### src/rtl/interval_pkg.sv
// Shared types and sizes for the interval classifier / decoder pair.
// The fp16 payload is treated as an opaque bit pattern throughout.
package interval_pkg;

  localparam int WIDTH = 16;
  localparam int NUM   = 8;
  localparam int IDX_W = $clog2(NUM);

  typedef logic [15:0]    fp16_t;
  typedef logic [NUM-1:0] interval_t;

endpackage

### src/rtl/interval_decode_onehot_to_idx.sv
// Combinational lowest-set-bit encoder for a one-hot interval code.
// An all-zero code yields idx 0 and err 1; a multi-hot code yields the
// lowest set bit and err 1.
module onehot_to_idx #(
  parameter int NUM   = 8,
  parameter int IDX_W = (NUM > 1) ? $clog2(NUM) : 1
) (
  input  logic [NUM-1:0]   code_i,
  output logic [IDX_W-1:0] idx_o,
  output logic             err_o
);

  localparam logic [NUM-1:0] ONE = {{(NUM-1){1'b0}}, 1'b1};

  // Scan from the top down so the lowest set bit is the last one written.
  always_comb begin
    idx_o = '0;
    for (int k = NUM - 1; k >= 0; k--) begin
      if (code_i[k]) idx_o = IDX_W'(k);
    end
  end

  // x & (x-1) clears the lowest set bit; anything left means multi-hot.
  always_comb begin
    err_o = (code_i == '0) || ((code_i & (code_i - ONE)) != '0);
  end

endmodule

### src/rtl/interval_decode.sv
// interval_decode: one-hot interval code -> programmable fp16 representative.
// Two-stage valid/ready pipeline (encode, then table lookup) with
// back-pressure and full throughput.
// Optional build macro INTERVAL_ERR_CNT_EN adds err_cnt_o, a saturating count
// of accepted codes that were not one-hot.
module interval_decode #(
  parameter int WIDTH = interval_pkg::WIDTH,
  parameter int NUM   = interval_pkg::NUM
) (
  input  logic                                  clk_i,
  input  logic                                  rst_i,
  input  logic                                  tbl_we_i,
  input  logic [((NUM > 1) ? $clog2(NUM) : 1)-1:0] tbl_addr_i,
  input  logic [WIDTH-1:0]                      tbl_data_i,
  input  logic                                  in_valid_i,
  output logic                                  in_ready_o,
  input  logic [NUM-1:0]                        interval_i,
  output logic                                  out_valid_o,
  input  logic                                  out_ready_i,
  output logic [WIDTH-1:0]                      value_o,
  output logic                                  err_o
`ifdef INTERVAL_ERR_CNT_EN
  ,
  output logic [15:0]                           err_cnt_o
`endif
);

  import interval_pkg::*;

  localparam int IDX_W = (NUM > 1) ? $clog2(NUM) : 1;

  logic [WIDTH-1:0] tbl_q [NUM];
  logic [WIDTH-1:0] tbl_d [NUM];

  logic             s1_valid_q, s1_valid_d;
  logic [IDX_W-1:0] s1_idx_q,   s1_idx_d;
  logic             s1_err_q,   s1_err_d;

  logic             s2_valid_q, s2_valid_d;
  logic [WIDTH-1:0] s2_val_q,   s2_val_d;
  logic             s2_err_q,   s2_err_d;

  logic             s1_adv, s2_adv;
  logic [IDX_W-1:0] enc_idx;
  logic             enc_err;

  onehot_to_idx #(
    .NUM   (NUM),
    .IDX_W (IDX_W)
  ) u_enc (
    .code_i (interval_i),
    .idx_o  (enc_idx),
    .err_o  (enc_err)
  );

  // Ready chain: a stage may load when it is empty or its consumer drains it.
  always_comb begin
    s2_adv = !s2_valid_q || out_ready_i;
    s1_adv = !s1_valid_q || s2_adv;
  end

  assign in_ready_o  = s1_adv;
  assign out_valid_o = s2_valid_q;
  assign value_o     = s2_val_q;
  assign err_o       = s2_err_q;

  // Table write; matching by equality drops out-of-range addresses for free.
  always_comb begin
    tbl_d = tbl_q;
    for (int k = 0; k < NUM; k++) begin
      if (tbl_we_i && (tbl_addr_i == IDX_W'(k))) tbl_d[k] = tbl_data_i;
    end
  end

  // Stage 1 captures the encoded code on an input transfer.
  always_comb begin
    s1_valid_d = s1_valid_q;
    s1_idx_d   = s1_idx_q;
    s1_err_d   = s1_err_q;
    if (s1_adv) begin
      s1_valid_d = in_valid_i;
      if (in_valid_i) begin
        s1_idx_d = enc_idx;
        s1_err_d = enc_err;
      end
    end
  end

  // Stage 2 reads the pre-write table contents, so a same-cycle write is
  // seen only by later lookups. Data holds across bubbles and stalls.
  always_comb begin
    s2_valid_d = s2_valid_q;
    s2_val_d   = s2_val_q;
    s2_err_d   = s2_err_q;
    if (s2_adv) begin
      s2_valid_d = s1_valid_q;
      if (s1_valid_q) begin
        s2_val_d = tbl_q[s1_idx_q];
        s2_err_d = s1_err_q;
      end
    end
  end

  // Pipeline and table registers with synchronous clear.
  always_ff @(posedge clk_i) begin
    if (rst_i) begin
      for (int k = 0; k < NUM; k++) tbl_q[k] <= '0;
      s1_valid_q <= 1'b0;
      s1_idx_q   <= '0;
      s1_err_q   <= 1'b0;
      s2_valid_q <= 1'b0;
      s2_val_q   <= '0;
      s2_err_q   <= 1'b0;
    end else begin
      tbl_q      <= tbl_d;
      s1_valid_q <= s1_valid_d;
      s1_idx_q   <= s1_idx_d;
      s1_err_q   <= s1_err_d;
      s2_valid_q <= s2_valid_d;
      s2_val_q   <= s2_val_d;
      s2_err_q   <= s2_err_d;
    end
  end

`ifdef INTERVAL_ERR_CNT_EN
  logic [15:0] err_cnt_q, err_cnt_d;

  // Count bad codes as they are accepted, sticking at all-ones.
  always_comb begin
    err_cnt_d = err_cnt_q;
    if (in_valid_i && s1_adv && enc_err && (err_cnt_q != 16'hFFFF)) begin
      err_cnt_d = err_cnt_q + 16'd1;
    end
  end

  // Error counter register.
  always_ff @(posedge clk_i) begin
    if (rst_i) err_cnt_q <= '0;
    else       err_cnt_q <= err_cnt_d;
  end

  assign err_cnt_o = err_cnt_q;
`endif

endmodule

### config.mk
export PLATFORM = sky130hd
export DESIGN_NAME = interval_decode
export DESIGN_NICKNAME = d
export VERILOG_FILES = /design/src/rtl/interval_pkg.sv /design/src/rtl/interval_decode_onehot_to_idx.sv /design/src/rtl/interval_decode.sv
export SDC_FILE = /design/constraint.sdc
export NUM_CORES = 1
export LEC_CHECK = 0
export ABC_AREA = 1
export CAP_MARGIN = 0
export CORE_AREA = 2 2 132 134
export CTS_BUF_LIST = sky130_fd_sc_hd__clkbuf_16
export DETAILED_ROUTE_END_ITERATION = 10
export DIE_AREA = 0 0 134 136
export SLEW_MARGIN = 20
export SYNTH_ARGS = -nofsm -noshare
export SYNTH_HDL_FRONTEND = slang
export SYNTH_SLANG_ARGS = --single-unit
### constraint.sdc
create_clock -name clk_i -period 1.2 [get_ports clk_i]
set_input_delay 0.24 -clock clk_i [delete_from_list [all_inputs] [get_ports clk_i]]
set_output_delay 0.24 -clock clk_i [all_outputs]
set_load 0.01 [all_outputs]
==> key figures <==
Status
  • Outcome: finished with violations
  • Violated checks: setup timing

Routing
  • DR vias/cell: 5.04
  • Total number of vias: 6455
  • Drt pass-1 iters: 5
  • Starting DRT DRC Count: 465
  • Post-Route WL: 20700 microns
  • Detail Route Antenna Nets: 0
  • WL/cell: 16.1 microns
  • DRC viols: 0

Pwr
  • Internal power: 0.00985 W
  • Leakage: 3.81 nW
  • Sequential share of power: 40.3%
  • Clk pwr share: 45.1%
  • Switching power share of the total: 24.8%
  • Pwr dens: 1390 nW/um^2
  • Combinational Power Share: 14.6%
  • Worst vdd ir: 0.00124 V
  • Net Sw Power: 0.00325 W

Setup path
  • Req. time, crit path: 1.56 ns
  • Crit Path Category: flop to flop
  • CP arrival: 1.69 ns
  • Worst setup SP type: flop
  • Critical-path maximum fanout: 7
  • Worst setup EP type: flop

Clock network
  • CTS Buf Count: 17
  • Num Clock Sinks: 151
  • CTS Hold Bufs: 0
  • Skew-Pair Late Insertion Delay: 0.43 ns
  • CTS Buffer Depth: 2
  • Root buf cell: clkbuf_16
  • CTS tree: built
  • H-tree levels: 4
  • Clk slew on worst S/H paths: 0.06 ns

Cells and area
  • Share of post-route cells with drive strength above 1: 24.6%
  • Final Instance Count excl. Fillers: 1282
  • Sequential Area: 3040 sq um
  • Area delta synth->final: 41.2%
  • Final Util: 55.6%
  • Multi-input gate area: 3490 sq um
  • Final net count: 1077
  • Fill count: 1540
  • Antenna diodes: 0

GRT
  • Vias in the first global route: 5698
  • Largest net degree at the start of global routing: 42
  • Gr usage total: 21.4%
  • Initial antenna violation count: 0
  • Congestion Overflow GR: 0
  • First-pass GRT wire length: 30200 microns

STA
  • Clk_skew: 0.00469 ns
  • Final Cycle Share: 111%
  • Final setup fails: 17
  • Max-slew headroom: 74.7%
  • Final hold violation count: 0
  • Period minus WS final: 1.33 ns
  • Hold WS: 0.443 ns
  • Fmax: 0.754 GHz
  • Fin worst setup slack: -0.127 ns
  • RSZ-0062 raised after global routing: true
  • Slew @ Worst Pin: 0.378 ns
  • Slew Viols, Final: 0
  • TNS Setup: -1.43 ns

Floorplanning
  • # IOs: 51
  • Core Area: 16900 sq um
  • Initial core utilization: 39.4%
  • Cell Rows: 48
  • Die X: 134 microns
  • Die Span Y: 136 microns
  • Die area: 18200 sq um

Synthesis
  • Cells after Synth: 975
  • Avg Inst Size Synth: 6.82 sq um
  • Synth Warn #: 0
  • Synthesized Nets: 1007
  • Yosys reg bits: 151
  • Post-Syn Area: 6650 sq um
  • Sequential area share after synthesis: 45.4%
  • Unique masters post-synth: 19

Placed design
  • # port buffers: 50
  • Hpwl dp: 11400 microns
  • Placed Cells: 1236
  • Pre-CTS WS: -0.399 ns
  • Placer Congestion: 0.786

Hold path
  • HP Class: primary input to flop

Job
  • Max-cap violations: 0
-- cell families after synthesis --
group / count (synthesis) / synth area share, %
AND/OR/NAND/NOR: 356 / 22.2
flip-flops: 151 / 45.4
buffers and inverters: 200 / 12.1
AO/OA/AOI/OAI: 268 / 20.2
-- per-stage QoR --
stage	total power (W)	cell area, sq um
2_1_floorplan	0.00622	6650
3_3_place_gp	0.00685	7780
3_5_place_dp	0.00686	7780
4_1_cts	0.0128	8610
5_1_grt	0.0136	9390
6_report	0.0131	9390
-- repair_timing --
item / 4_1_cts / 5_1_grt
pin swaps: 21 / 53
resized for setup: 117 / 175
cloned: 5 / 7
buffers inserted: 3 / 2
setup endpoints to repair: 35 / 103
-- registers in the layout (all words and copies together), names as in the netlist --
name         count
err_o            1
out_valid_o      1
s1_err_q         1
s1_idx_q         3
s1_valid_q       1
tbl_q          128
value_o         16
-- critical path, stage by stage (launching register included) --
cell and delay, ns:
dfxtp_4 0.38, buf_6 0.12, clkinv_8 0.10, buf_12 0.15, buf_6 0.11, nand2_2 0.05
nand3_2 0.06, nand3_2 0.07, nand3_2 0.08, a21oi_2 0.13
-- cell type report --
class / instances / area share, %
clock buffer: 17 / 4.53
clock inverter: 14 / 2.27
inverter: 136 / 5.58
multi-input combinational: 624 / 37.1
sequential: 151 / 32.4
tap: 225 / 3.00
timing repair buffer: 115 / 15.1
-- routing by layer --
layer  vias to the layer above  routed length (microns)  track usage [%]
li1                       3269                        -                -
met1                      3022                     9300             26.6
met2                       128                    10100             37.0
met3                        36                      776             4.74
met4                         0                      533             7.03
met5                         -                        0                0
-- power by group through the flow --
stage	Clock (W)	Combinational, W	Sequential (W)
after CTS	0.00595	0.00159	0.00528
after floorplan	0	0.000837	0.00538
after global placement	0	0.00146	0.00539
final	0.00590	0.00191	0.00528
after detailed placement	0	0.00147	0.00539
after global routing	0.00620	0.00209	0.00530
-- worst paths after layout --
path	endpoint	slack, ns	cells past startpoint	from
hold / removal	s1_valid_q	0.44	3	in_valid_i
setup reg to reg	value_o[2]	-0.13	9	s1_idx_q[0]
setup / recovery	value_o[2]	-0.13	9	s1_idx_q[0]
hold reg to reg	tbl_q[2]	0.45	2	tbl_q[2]
-- layout by cell type, fill, tap and decap left out --
cell type / netlist / routed
nand2_1: 175 / 147
dfxtp_1: 151 / 140
inv_1: 132 / 131
a21oi_1: 133 / 121
o21ai_0: 133 / 98
nand3_2: 0 / 75
nor2_1: 76 / 68
o21ai_1: 0 / 35
clkdlybuf4s50_1: 0 / 27
buf_4: 4 / 27
clkbuf_16: 0 / 24
nand2_2: 1 / 23
buf_12: 0 / 23
nand3_1: 102 / 18
buf_2: 21 / 18
a21oi_2: 0 / 12
nand3_4: 0 / 9
dfxtp_2: 0 / 9
nor2_2: 0 / 6
nand2_4: 0 / 6
bufinv_16: 0 / 6
clkinv_1: 1 / 5
inv_2: 3 / 4
buf_16: 0 / 4
dlymetal6s2s_1: 0 / 4
buf_6: 2 / 4
nor2_4: 1 / 3
clkinv_2: 0 / 3
dfxtp_4: 0 / 2
clkinv_8: 0 / 1
a211oi_1: 1 / 1
o21bai_1: 1 / 1
nand4_1: 1 / 1
buf_8: 0 / 1
-- cell usage after synthesis --
cell type | number | area share, %
dfxtp_1 | 151 | 45
buf_2 | 21 | 1.6
clkinv_1 | 1 | 0.056
nand4_1 | 1 | 0.094
nand2_2 | 1 | 0.094
nand3_1 | 102 | 7.7
buf_6 | 2 | 0.34
buf_4 | 4 | 0.45
clkbuf_1 | 34 | 1.9
o21bai_1 | 1 | 0.11
nor2_4 | 1 | 0.17
a21oi_1 | 133 | 10
nor2_1 | 76 | 4.3
a211oi_1 | 1 | 0.11
buf_1 | 3 | 0.17
inv_2 | 3 | 0.17
inv_1 | 132 | 7.4
o21ai_0 | 133 | 10
nand2_1 | 175 | 9.9
Power figures use the tool's default switching activity.
